--- config.mk ---
export PLATFORM = sky130hd
export DESIGN_NAME = ifetch_tlb
export DESIGN_NICKNAME = d
export VERILOG_FILES = /design/src/rtl/ifetch_tlb_pkg.sv /design/src/rtl/ifetch_tlb.sv
export SDC_FILE = /design/constraint.sdc
export NUM_CORES = 1
export LEC_CHECK = 0
export BUFFER_PORTS_ARGS = -buffer_cell sky130_fd_sc_hd__buf_2
export CAP_MARGIN = 20
export CORE_MARGIN = 4
export CORE_UTILIZATION = 45
export CTS_CLUSTER_SIZE = 8
export DETAILED_ROUTE_END_ITERATION = 8
export GPL_TIMING_DRIVEN = 1
export PLACE_DENSITY_LB_ADDON = 0.1
export SLEW_MARGIN = 20
export SYNTH_ARGS = -nofsm -noshare
export SYNTH_HDL_FRONTEND = slang
export SYNTH_SLANG_ARGS = --single-unit
--- constraint.sdc ---
create_clock -name clk -period 4.5 [get_ports clk]
set_input_delay 0.675 -clock clk [delete_from_list [all_inputs] [get_ports clk]]
set_output_delay 0.675 -clock clk [all_outputs]
set_load 0.02 [all_outputs]
--- src/rtl/ifetch_tlb_pkg.sv ---
// Shared types for the instruction-fetch TLB: fault encoding, entry layout,
// page-walk request/result payloads and the fill-fault classifier.
package ifetch_tlb_pkg;

  localparam int unsigned SV32_VPN_W = 20;
  localparam int unsigned SV32_PPN_W = 22;
  localparam int unsigned SP_LO      = 10;
  localparam int unsigned PPN_HI_W   = SV32_PPN_W - SV32_VPN_W;

  typedef enum logic [1:0] {
    FAULT_NONE   = 2'd0,
    FAULT_PAGE   = 2'd1,
    FAULT_ACCESS = 2'd2
  } IFetchFault;

  typedef enum logic [1:0] {
    IDLE  = 2'd0,
    REQ   = 2'd1,
    WAIT  = 2'd2,
    DRAIN = 2'd3
  } tlb_state_e;

  typedef struct packed {
    logic                  valid;
    logic                  superpage;
    logic [SV32_VPN_W-1:0] vpn;
    logic [SV32_VPN_W-1:0] ppn;
    IFetchFault            fault;
  } tlb_entry_t;

  typedef struct packed {
    logic                  valid;
    logic [SV32_VPN_W-1:0] vpn;
  } pw_req_t;

  typedef struct packed {
    logic                  valid;
    logic [SV32_PPN_W-1:0] ppn;
    logic                  superpage;
    logic                  page_fault;
  } pw_res_t;

  // PPN bits above the fetchable physical range mean an access fault
  function automatic IFetchFault fill_fault(input logic page_fault,
                                            input logic [PPN_HI_W-1:0] ppn_hi);
    if (page_fault)      return FAULT_PAGE;
    if (ppn_hi != '0)    return FAULT_ACCESS;
    return FAULT_NONE;
  endfunction

endpackage

--- src/rtl/ifetch_tlb.sv ---
// Fully associative instruction TLB with zero-latency lookup and a single
// outstanding page-walk request; fills replace invalid entries first, then round-robin.
module ifetch_tlb
  import ifetch_tlb_pkg::*;
#(
  parameter int unsigned NUM_ENTRIES = 4,
  parameter int unsigned VPN_W       = SV32_VPN_W,
  parameter int unsigned PPN_W       = SV32_PPN_W
) (
  input  logic             clk,
  input  logic             rst,
  input  logic             IN_sv32en,
  input  logic             IN_flush,
  input  logic             IN_abort,
  input  logic             IN_lookupValid,
  input  logic [VPN_W-1:0] IN_vpn,
  output logic             OUT_hit,
  output logic [VPN_W-1:0] OUT_ppn,
  output logic [1:0]       OUT_fault,
  output logic             OUT_stall,
  output logic             OUT_pwValid,
  output logic [VPN_W-1:0] OUT_pwVPN,
  input  logic             IN_pwBusy,
  input  logic             IN_pwRqID,
  input  logic             IN_pwValid,
  input  logic [PPN_W-1:0] IN_pwPPN,
  input  logic             IN_pwSuperPage,
  input  logic             IN_pwPageFault
);

  localparam int unsigned IDX_W = $clog2(NUM_ENTRIES);

  tlb_entry_t            entries [NUM_ENTRIES];
  tlb_state_e            state;
  pw_req_t               walk_req;
  pw_res_t               res;
  logic [IDX_W-1:0]      rr_ptr;
  logic [SV32_VPN_W-1:0] vpn_s;

  logic                  match;
  logic                  match_sp;
  logic [SV32_VPN_W-1:0] match_ppn;
  IFetchFault            match_fault;
  logic [IDX_W-1:0]      victim;
  logic                  use_rr;
  logic                  start;
  logic                  accept;
  logic                  fill;

  assign vpn_s = SV32_VPN_W'(IN_vpn);
  assign res   = '{valid:      IN_pwValid,
                   ppn:        SV32_PPN_W'(IN_pwPPN),
                   superpage:  IN_pwSuperPage,
                   page_fault: IN_pwPageFault};

  // Associative match; superpage entries compare only the upper VPN half
  always_comb begin
    match       = 1'b0;
    match_sp    = 1'b0;
    match_ppn   = '0;
    match_fault = FAULT_NONE;
    for (int i = 0; i < int'(NUM_ENTRIES); i++) begin
      if (!match && entries[i].valid &&
          (entries[i].superpage ?
             (entries[i].vpn[SV32_VPN_W-1:SP_LO] == vpn_s[SV32_VPN_W-1:SP_LO]) :
             (entries[i].vpn == vpn_s))) begin
        match       = 1'b1;
        match_sp    = entries[i].superpage;
        match_ppn   = entries[i].ppn;
        match_fault = entries[i].fault;
      end
    end
  end

  always_comb begin
    OUT_hit   = 1'b1;
    OUT_ppn   = IN_vpn;
    OUT_fault = FAULT_NONE;
    if (IN_sv32en) begin
      OUT_hit   = match;
      OUT_fault = match_fault;
      OUT_ppn   = match_sp ?
                  VPN_W'({match_ppn[SV32_VPN_W-1:SP_LO], vpn_s[SP_LO-1:0]}) :
                  VPN_W'(match_ppn);
    end
  end

  assign OUT_stall   = IN_lookupValid && IN_sv32en && !OUT_hit;
  assign OUT_pwValid = walk_req.valid;
  assign OUT_pwVPN   = VPN_W'(walk_req.vpn);

  // Victim: lowest invalid entry, otherwise the round-robin slot
  always_comb begin
    victim = rr_ptr;
    use_rr = 1'b1;
    for (int i = 0; i < int'(NUM_ENTRIES); i++) begin
      if (use_rr && !entries[i].valid) begin
        victim = IDX_W'(i);
        use_rr = 1'b0;
      end
    end
  end

  assign start  = (state == IDLE) && IN_lookupValid && IN_sv32en && !match &&
                  !IN_flush && !IN_abort;
  assign accept = (state == REQ) && IN_pwBusy && !IN_pwRqID;
  assign fill   = (state == WAIT) && res.valid && !IN_flush;

  always_ff @(posedge clk) begin
    if (rst) begin
      state          <= IDLE;
      rr_ptr         <= '0;
      walk_req.valid <= 1'b0;
      for (int i = 0; i < int'(NUM_ENTRIES); i++) entries[i].valid <= 1'b0;
    end else begin
      case (state)
        IDLE: begin
          if (start) begin
            state    <= REQ;
            walk_req <= '{valid: 1'b1, vpn: vpn_s};
          end
        end
        REQ: begin
          // Once the walker has taken the request its result must be consumed
          if (accept) begin
            state          <= IN_flush ? DRAIN : WAIT;
            walk_req.valid <= 1'b0;
          end else if (IN_abort || IN_flush) begin
            state          <= IDLE;
            walk_req.valid <= 1'b0;
          end
        end
        WAIT: begin
          if (res.valid)     state <= IDLE;
          else if (IN_flush) state <= DRAIN;
        end
        DRAIN: begin
          if (res.valid) state <= IDLE;
        end
        default: state <= IDLE;
      endcase

      if (IN_flush) begin
        for (int i = 0; i < int'(NUM_ENTRIES); i++) entries[i].valid <= 1'b0;
      end else if (fill) begin
        entries[victim] <= '{valid:     1'b1,
                             superpage: res.superpage,
                             vpn:       walk_req.vpn,
                             ppn:       res.ppn[SV32_VPN_W-1:0],
                             fault:     fill_fault(res.page_fault,
                                                   res.ppn[SV32_PPN_W-1:SV32_VPN_W])};
        if (use_rr) rr_ptr <= rr_ptr + IDX_W'(1);
      end
    end
  end

endmodule

# Word level (Yosys, flattened, before mapping)
# Memory sizes are Yosys's and may differ from the RTL's.
# Index checks and enable logic that the tools add are counted.
totals:
  reg_bits: 25
  ramBits: 176
  in_bits: 53
  output_inout_bits: 45
  word_cells: 144
  mem_count: 1
classes:
  addsub: 1
  eq_ne: 15
  n_mux: 76
  n_bitwise: 6
  reduce_logical: 41
memory_table:
  columns: ["memory", "words", "width", "rd", "rd_ports_with_merged_regs", "write_ports", "line_no", "source"]
  rows:
  - ["entries", 4, 44, 4, 0, 4, "ifetch_tlb.sv:33", "tlb_entry_t entries [NUM_ENTRIES];"]
op_table:
  columns: ["op", "count"]
  rows:
  - ["20-bit two-way mux", 5]
  - ["20-bit equality test", 4]
  - ["2-bit two-way mux", 24]
  - ["44-bit two-way mux", 1]
  - ["44-bit OR reduction", 1]
  - ["1-bit two-way mux", 42]
  - ["10-bit equality test", 4]
  - ["1-bit logical AND", 21]
  - ["21-bit two-way mux", 1]
  - ["1-bit logical NOT", 11]
  - ["10-bit two-way mux", 1]
  - ["3-bit AND reduction", 3]
  - ["2-bit case mux with 4 select lines", 1]
  - ["2-bit equality test, second input constant", 2]
  - ["2-bit != test, second input constant", 2]
  - ["1-bit bitwise OR", 4]
  - ["4-bit AND reduction", 1]
  - ["2-bit nonzero test", 2]
  - ["3-bit by 2-bit != test with 1-bit output, second input constant", 1]
  - ["3-bit != test, second input constant", 1]
  - ["2-bit by 1-bit adder with 2-bit output, second input constant", 1]
  - ["2-bit by 1-bit equality test with 1-bit output, second input constant", 1]
  - ["2-bit logical NOT", 1]
  - ["1-bit NOT", 2]
  - ["other kinds (2)", 2]

# Logic depth before layout (Yosys ltp)
# Gate-level depths: netlist (run 1).
# An unclocked memory read counts as a cell.
logic_depth:
  depth_word: 23
  mapped_depth: 10
  mapped_depth_nobuf: 7

# Worst setup path after synthesis (run 1)
# No wires, ideal clock.
synth_timing:
  kind: "input -> register"
  start: "input IN_flush"
  end: "memory entries[2][0] (netlist name) (enable)"
  setup_time_ns: 0.445
  arrival_ns: 3.075
  required_time_ns: 4.055
  path_slack_ns: 0.980
  path_stages: 4
  n_path_buf: 0
  cell_sequence: "nor2_1 > nand3_1 > or3_1 > nor2_1"
synth_lines:
  columns: ["item", "line_no", "source"]
  rows:
  - ["start: declaration", "ifetch_tlb.sv:13", "input logic IN_flush,"]
  - ["end: declaration", "ifetch_tlb.sv:33", null]

==> impl_metrics.json, run 1 <==
{
  "final_antenna_net_count": 0,
  "syn-cell-area_um2": 8050,
  "synth.distinct_cells": 46,
  "timing.rr.end": "OUT_pwVPN[2]",
  "start_util": 0.462,
  "clk_latency_ps": 520,
  "hold_viol": 0,
  "end_kind": "output port",
  "post_cts_buffers": 0,
  "layout.nets": 671,
  "io_pins": 98,
  "p_seq_frac": 0.495,
  "syn_inst": 513,
  "critPathMaxFanout": 10,
  "power_density_nw_per_um2": 431,
  "yosysWarnings": 0,
  "core_um2": 17400,
  "root_buffer": "clkbuf_16",
  "clkSinkCount": 201,
  "hold_start": "IN_pwPPN[11]",
  "synth_edf_count": 192,
  "via_count": 4658,
  "fin_crit_ps": 3990,
  "drt_wl_total_um": 18500,
  "portBuffers": 97,
  "n_antenna_cell": 0,
  "drtPass1Iterations": 5,
  "min_path_type": "in2reg",
  "criticalPathCategory": "reg2out",
  "drc_errors": 0,
  "worstMarginPinSlew_ps": 845,
  "swShare": 0.203,
  "die_y_um": 142,
  "multi_input_area_um2": 1990,
  "synth_ff_type": "edfxtp_1",
  "peakVddDrop_v": 0.000275,
  "hold_end": "entries[3][13]",
  "seq_area_um2": 5950,
  "grt_usage": 0.186,
  "start_kind": "register",
  "arrival_ps": 3320,
  "hold_buffers": 0,
  "grt_overflow": 0,
  "drtIter0Drc": 353,
  "final_cells": 865,
  "rr_startpoint": "entries[1][23]",
  "whs_path_depth": 1,
  "clk_pin_slew_worst_paths_ps": 50,
  "grt_start_max_net_pins": 45,
  "p_clk_frac": 0.468,
  "tritoncts": "built",
  "rsz0062_at_grt": "no",
  "tns_ps": 0,
  "period_share": 0.887,
  "power.share.combinational": 0.037,
  "status": "finished, final reports clean",
  "r2r_setup_slack_ps": 1820,
  "synthesis.nets": 566,
  "grt_pass1_vias": 4843,
  "grt_pass1_wl_um": 28900,
  "switching_power_uw": 839,
  "drive_gt1_frac": 0.242,
  "dp_hpwl_um": 11900,
  "dp_cells": 812,
  "finalPower_uw": 4140,
  "r2r_cells": 9,
  "htree_num_levels": 1,
  "skew_ps": 9.56,
  "final_core_utilization": 0.552,
  "required_ps": 3830,
  "die-area_um2": 20100,
  "wire_per_inst_um": 21.4,
  "ys_seq_area_frac": 0.738,
  "fill_cells": 1456,
  "ctsLongestPathBuffers": 3,
  "antenna_found_initial": 0,
  "cts_buffers": 29,
  "pre_cts_ws_ps": 585,
  "p_int_uw": 3300,
  "cts_resized": 0,
  "avgViaCountPerCell": 5.38,
  "ys_seq_elements": 201,
  "setup_viol": 0,
  "p_leak_uw": 0.00327,
  "rows": 48,
  "drv_cap": 0,
  "drv_slew": 0,
  "max_freq_mhz": 251,
  "syn_to_final_growth_pct": 19.3,
  "routabilityCongestion": 0.810,
  "maxSlewHeadroom": 0.435,
  "timing.final.ws_setup_ps": 510,
  "die_w_um": 142,
  "async_flop_share": 0,
  "synth_area_per_cell_um2": 15.7
}
## worst max path at each step
| stage | from | end | slack [ps] | cells past startpoint |
|---|---|---|---|---|
| finish | entries[2][29] | OUT_ppn[7] | 510 | 8 |
| global route | entries[2][26] | OUT_ppn[7] | 300 | 8 |
| CTS | entries[0][39] | OUT_ppn[7] | 490 | 8 |
| detailed placement | IN_vpn[7] | OUT_ppn[7] | 590 | 9 |
| global placement | IN_vpn[6] | OUT_fault[1] | 600 | 10 |
| floorplan | IN_flush | entries[2][0] | 980 | 4 |
## sequential cells by signal, indices dropped and copies added, names as in the netlist
register,count
OUT_pwValid,1
OUT_pwVPN,20
state,2
rr_ptr,2
entries,176
## cells in the mapped netlist, types with 2 or more instances
library cell | count | area share
inv_1 | 3 | 0.0014
a21o_1 | 4 | 0.0037
nand2_1 | 16 | 0.0075
dfxtp_1 | 9 | 0.022
xor2_1 | 31 | 0.034
nor2b_1 | 3 | 0.0023
o21a_1 | 2 | 0.0019
a31o_2 | 2 | 0.0022
or2_2 | 2 | 0.0016
nor2_1 | 41 | 0.019
mux2_2 | 7 | 0.0098
or3_1 | 3 | 0.0023
a221o_1 | 5 | 0.0062
nand3_1 | 7 | 0.0044
nand2b_1 | 3 | 0.0023
o2bb2ai_1 | 8 | 0.0087
o21ai_0 | 10 | 0.0062
a2bb2oi_1 | 5 | 0.0054
nand4_1 | 11 | 0.0085
a221oi_1 | 16 | 0.017
nor3_1 | 7 | 0.0044
a41oi_1 | 2 | 0.0022
o32a_1 | 2 | 0.0025
clkbuf_1 | 18 | 0.0084
edfxtp_1 | 192 | 0.72
and2_1 | 2 | 0.0016
a21oi_1 | 7 | 0.0044
a21boi_0 | 2 | 0.0019
xnor2_1 | 51 | 0.055
a31oi_1 | 4 | 0.0031
nor4_1 | 8 | 0.0062
buf_2 | 15 | 0.0093
and3_1 | 2 | 0.0016
## layer usage
metal	track usage	share of wire
met5	0	0
met3	0.0276	0.054
met1	0.274	0.45
met4	0.0444	0.016
met2	0.295	0.48
## layout make-up
cell class,instances,area share
flip-flops and latches,201,0.619
well taps,225,0.0293
multi-input cells,276,0.207
repair buffers,107,0.0583
clock inverters,1,0.000912
inverters,3,0.00117
clock buffers,52,0.0845
## critical path: stages (launching register included)
cell	delay [ps]
edfxtp_1	370
xor2_1	150
nor4_1	450
a41oi_1	260
o22ai_1	270
nor3b_2	130
a211oi_4	570
mux2_1	410
buf_2	180
## logic make-up after synthesis
| group | count (synthesis) | share of synthesized area |
|---|---|---|
| AO/OA/AOI/OAI | 76 | 0.0746 |
| XOR/XNOR | 82 | 0.0892 |
| buffers and inverters | 36 | 0.0191 |
| flip-flops | 201 | 0.738 |
| multiplexers | 8 | 0.0112 |
| AND/OR/NAND/NOR | 110 | 0.0676 |
## power by group through the flow
stage / clock network (µW) / logic, µW / registers (µW)
finish: 1940 / 154 / 2050
floorplan: 0 / 87.5 / 2080
CTS: 1980 / 156 / 2050
detailed placement: 0 / 155 / 2080
global placement: 0 / 153 / 2080
global route: 2070 / 167 / 2040
## layout by cell type (no fill, tap or decap), types with 11 or more instances in the layout
master / instances
nand4_1: 11
edfxtp_1: 192
a221oi_1: 16
nor2_1: 37
nand2_1: 16
clkbuf_1: 23
xor2_1: 31
buf_2: 97
clkbuf_16: 29
xnor2_1: 51
## per-stage QoR
stage          hold slack [ps]  cell area (µm²)
6_report                   362             9610
2_1_floorplan              465             8050
3_5_place_dp               505             8790
5_1_grt                    359             9610
3_3_place_gp               499             8790
4_1_cts                    348             9610
No activity file was read; power rests on OpenSTA's default activity.
==> run 2, diff against run 1 <==
CORE_UTILIZATION = 58   (was 45)
==> run 2 against run 1 <==
Non-clock buffer count rose by 3. Cell area shrank 0.66%. Critical path depth grew 1. Combinational power about the same. Worst setup slack lost 15 ps. Worst hold slack improved by 3.3 ps. Routed wire length decreased by 6.1%. Clock skew rose by 1.9 ps. Largest power group unchanged. Highest routed layer unchanged.
==> impl_metrics.json, run 2 (synthesis results as in run 1) <==
{
  "tns_ps": 0,
  "tritoncts": "built",
  "clk_latency_ps": 530,
  "peakVddDrop_v": 0.000367,
  "grt_pass1_wl_um": 27400,
  "root_buffer": "clkbuf_16",
  "drc_errors": 0,
  "cp_cell_sequence": "xor2_1 -> nor4_1 -> a41oi_1 -> nor3_1 -> nor3b_2 -> buf_4 -> nand2_1 -> a21boi_0 -> buf_2",
  "syn_to_final_growth_pct": 18.5,
  "post_cts_buffers": 0,
  "via_count": 4660,
  "p_leak_uw": 0.00328,
  "n_antenna_cell": 0,
  "p_seq_frac": 0.501,
  "drtIter0Drc": 341,
  "antenna_found_initial": 0,
  "setup_viol": 0,
  "rsz0062_at_grt": "no",
  "skew_ps": 11.5,
  "io_pins": 98,
  "grt_start_max_net_pins": 45,
  "power.share.combinational": 0.037,
  "avgViaCountPerCell": 5.77,
  "final_common_cell": "edfxtp_1",
  "cts_buffers": 29,
  "r2r_cells": 9,
  "period_share": 0.890,
  "drive_gt1_frac": 0.252,
  "crit_end": "OUT_fault[1]",
  "worstMarginPinSlew_ps": 925,
  "drt_wl_total_um": 17400,
  "crit_path_start": "entries[3][28]",
  "core_um2": 13400,
  "r2r_setup_slack_ps": 1620,
  "final_cell_mix": "192 x edfxtp_1, 97 x buf_2, 51 x xnor2_1",
  "grt_usage": 0.221,
  "timing.rr.end": "OUT_pwVPN[14]",
  "p_int_uw": 3270,
  "grt_pass1_vias": 4846,
  "hold_buffers": 0,
  "status": "finished, final reports clean",
  "max_stage_delay_ps": 490,
  "clk_pin_slew_worst_paths_ps": 50,
  "portBuffers": 97,
  "rr_startpoint": "entries[1][23]",
  "drv_cap": 0,
  "htree_num_levels": 1,
  "die_w_um": 126,
  "arrival_ps": 3330,
  "die_y_um": 126,
  "timing.final.ws_setup_ps": 495,
  "maxSlewHeadroom": 0.382,
  "drtPass1Iterations": 4,
  "criticalPathCategory": "reg2out",
  "layout.nets": 674,
  "pre_cts_ws_ps": 483,
  "hold_viol": 0,
  "rows": 42,
  "cts_resized": 0,
  "start_kind": "register",
  "cpMaxStageDelayCell": "nor4_1",
  "required_ps": 3830,
  "power_density_nw_per_um2": 428,
  "top_register": "entries",
  "clkSinkCount": 201,
  "grt_overflow": 0,
  "fin_crit_ps": 4010,
  "p_clk_frac": 0.462,
  "min_path_type": "in2reg",
  "drv_slew": 0,
  "die-area_um2": 15800,
  "largest_reg_flops": 176,
  "ctsLongestPathBuffers": 3,
  "wire_per_inst_um": 21.5,
  "fill_cells": 901,
  "max_freq_mhz": 250,
  "critPathMaxFanout": 16,
  "swShare": 0.200,
  "start_util": 0.601,
  "final_antenna_net_count": 0,
  "end_kind": "output port",
  "switching_power_uw": 818,
  "final_core_utilization": 0.712,
  "routabilityCongestion": 0.866,
  "dp_hpwl_um": 11200
}
run 2: changes by cell type in the layout (fill, tap and decap cells not counted):
cell	change
buf_4	+3
clkbuf_1	-12
inv_16	+1
run 2: how the worst min path moves through the flow:
stage,from,to,slack (ps),cells past startpoint
final,IN_pwPPN[0],entries[1][2],370,1
after global routing,IN_pwPPN[7],entries[0][9],360,1
after CTS,IN_pwPPN[11],entries[3][13],350,1
after detailed placement,entries[1][43],entries[1][43],490,1
after global placement,entries[1][43],entries[1][43],490,1
after floorplan,entries[2][43],entries[2][43],470,1
run 2: per-layer routing:
layer | vias to the layer above | wire length (µm) | GRT usage
met5 | - | 0 | 0
met4 | 0 | 445 | 0.0675
met3 | 33 | 977 | 0.0394
met2 | 149 | 8370 | 0.355
met1 | 2312 | 7590 | 0.313
li1 | 2166 | - | -
run 2: through the flow:
stage                     hold slack, ps  cell area (µm²)  total power, µW  std cells
after floorplan                      465             8050             2170        513
after global placement               485             8750             2230        766
after detailed placement             492             8750             2230        766
after CTS                            348             9540             4120        808
after global routing                 363             9540             4210        808
final                                366             9540             4090        808
run 2: worst max-delay path, delay by kind of cell (launching register included):
kind | cells | cell delay [ps]
AO/OA/AOI/OAI | 2 | 580
XOR/XNOR | 1 | 160
buffers and inverters | 2 | 510
flip-flops | 1 | 370
AND/OR/NAND/NOR | 4 | 1180
run 2: power groups by stage:
stage | registers, µW | logic (µW) | clock network, µW
3_5_place_dp | 2080 | 153 | 0
2_1_floorplan | 2080 | 87.5 | 0
5_1_grt | 2050 | 167 | 2000
3_3_place_gp | 2080 | 150 | 0
4_1_cts | 2050 | 154 | 1920
6_report | 2050 | 153 | 1890
run 2: cell type report:
| cell class | instances | area [µm²] | area share |
|---|---|---|---|
| flip-flops and latches | 201 | 5950 | 0.623 |
| multi-input cells | 276 | 1990 | 0.208 |
| clock buffers | 40 | 767 | 0.0804 |
| repair buffers | 110 | 583 | 0.0611 |
| well taps | 176 | 220 | 0.0231 |
| clock inverters | 2 | 28.8 | 0.00302 |
| inverters | 3 | 11.3 | 0.00118 |
==> run 3, diff against run 2 <==
BUFFER_PORTS_ARGS = default   (was -buffer_cell sky130_fd_sc_hd__buf_2)
CORE_UTILIZATION = 63   (was 58)
DONT_BUFFER_PORTS = 1   (was default)
==> run 3 against run 2 <==
Clock power about the same. Combinational power decreased by 47%. Via count decreased by 6.9%. Highest routed layer unchanged. Sequential power about the same. Worst setup slack gained 3.4 ps. Routed wire length fell by 3.5%. Worst hold slack got worse by 150 ps. Die area is 7.4% lower.
==> impl_metrics.json, run 3 (synthesis results as in run 1) <==
{
  "core_um2": 12600,
  "via_count": 4337,
  "final_area_um2": 9030,
  "die_y_um": 121,
  "p_leak_uw": 0.00286,
  "post_cts_buffers": 0,
  "p_int_uw": 3240,
  "switching_power_uw": 768,
  "largest_reg_flops": 176,
  "swShare": 0.191,
  "start_util": 0.641,
  "dp_hpwl_um": 10700,
  "drv_slew": 0,
  "status": "finished, final reports clean",
  "skew_ps": 12.6,
  "grt_pass1_wl_um": 25900,
  "cpLargestDelayFamily": "simple AND/OR/NAND/NOR gates",
  "end_kind": "output port",
  "cts_buffers": 29,
  "final_antenna_net_count": 0,
  "clk_pin_slew_worst_paths_ps": 50,
  "power.share.combinational": 0.020,
  "maxSlewHeadroom": 0.312,
  "die_w_um": 121,
  "die-area_um2": 14700,
  "layout.nets": 574,
  "setup_viol": 0,
  "n_antenna_cell": 0,
  "cp_cell_sequence": "xor2_1 -> nor4_1 -> a41oi_1 -> nor3_1 -> nor3b_4 -> buf_4 -> nand2_1 -> a21boi_0 -> buf_4",
  "hold_buffers": 0,
  "start_kind": "register",
  "fin_crit_ps": 4000,
  "crit_buf_inv": 2,
  "drtIter0Drc": 311,
  "tritoncts": "built",
  "placed_cell_area_um2": 8240,
  "clk_latency_ps": 530,
  "max_freq_mhz": 250,
  "drt_wl_total_um": 16800,
  "routabilityCongestion": 0.823,
  "fill_cells": 821,
  "io_pins": 98,
  "clkSinkCount": 201,
  "drive_gt1_frac": 0.111,
  "htree_num_levels": 1,
  "rsz0062_at_grt": "no",
  "drc_errors": 0,
  "grt_overflow": 0,
  "rows": 41,
  "power_density_nw_per_um2": 444,
  "top_register": "entries",
  "peakVddDrop_v": 0.000438,
  "drtPass1Iterations": 5,
  "grt_start_max_net_pins": 45,
  "required_ps": 3830,
  "grt_usage": 0.235,
  "cts_resized": 0,
  "portBuffers": 0,
  "wire_per_inst_um": 23.9,
  "grt_pass1_vias": 4480,
  "critPathMaxFanout": 23,
  "syn_to_final_growth_pct": 12.2,
  "p_clk_frac": 0.468,
  "hold_viol": 0,
  "drv_cap": 0,
  "worstMarginPinSlew_ps": 1030,
  "final_cell_mix": "192 x edfxtp_1, 51 x xnor2_1, 37 x nor2_1",
  "arrival_ps": 3330,
  "tns_ps": 0,
  "period_share": 0.889,
  "avgViaCountPerCell": 6.17,
  "root_buffer": "clkbuf_16",
  "min_path_type": "in2reg",
  "max_stage_delay_ps": 440,
  "path_common_cell": "buf_4",
  "criticalPathCategory": "reg2out",
  "ctsLongestPathBuffers": 3,
  "cpMaxStageDelayCell": "nor4_1",
  "p_seq_frac": 0.511,
  "final_common_cell": "edfxtp_1",
  "antenna_found_initial": 0
}
==> run 3: stage by stage <==
| step | hold slack (ps) | utilization | setup slack, ps | total power (µW) | std cells |
|---|---|---|---|---|---|
| after floorplan | 465 | - | 980 | 2170 | 513 |
| after global placement | 494 | 0.656 | 802 | 2170 | 662 |
| after detailed placement | 502 | 0.656 | 788 | 2170 | 662 |
| after CTS | 202 | 0.719 | 492 | 4040 | 703 |
| after global routing | 207 | 0.719 | 255 | 4140 | 703 |
| final | 216 | 0.719 | 498 | 4010 | 703 |
==> run 3: final timing paths <==
kind         cells past startpoint  slack (ps)            end           start
min reg2reg                      2         520      rr_ptr[1]       rr_ptr[1]
max                              9         500   OUT_fault[1]  entries[3][28]
min                              1         220      rr_ptr[0]             rst
max reg2reg                      8        1410  OUT_pwVPN[19]  entries[1][28]
==> run 3: final cells by class <==
cell class	instances	area, µm²	area share
sequential	201	5950	0.658
tap	172	215	0.0238
multi-input combinational	276	1990	0.221
inverter	3	11.3	0.00125
timing repair buffer	10	75.1	0.00831
clock inverter	2	28.8	0.00319
clock buffer	39	763	0.0845
==> run 3: power groups by stage <==
stage | logic, µW | clock network, µW | registers [µW]
global route | 87.0 | 2000 | 2050
finish | 81.5 | 1880 | 2050
floorplan | 87.5 | 0 | 2080
detailed placement | 80.9 | 0 | 2090
CTS | 81.9 | 1900 | 2050
global placement | 79.9 | 0 | 2090
==> run 3: worst reg2reg max path: stages (launching register included) <==
cell      delay [ps]
edfxtp_1         370
xor2_1           230
nor4_1           110
a41o_1           290
and2_1           220
buf_4            240
nor2b_1          270
nand4_1          180
inv_1            790
==> run 3: per-layer routing <==
layer	part of all wire	vias to the layer above	wire, µm	track usage
met5	0	-	0	0
met1	0.41	2157	6920	0.332
met4	0.020	0	335	0.0616
met3	0.086	32	1440	0.0592
li1	-	1956	-	-
met2	0.48	192	8080	0.370
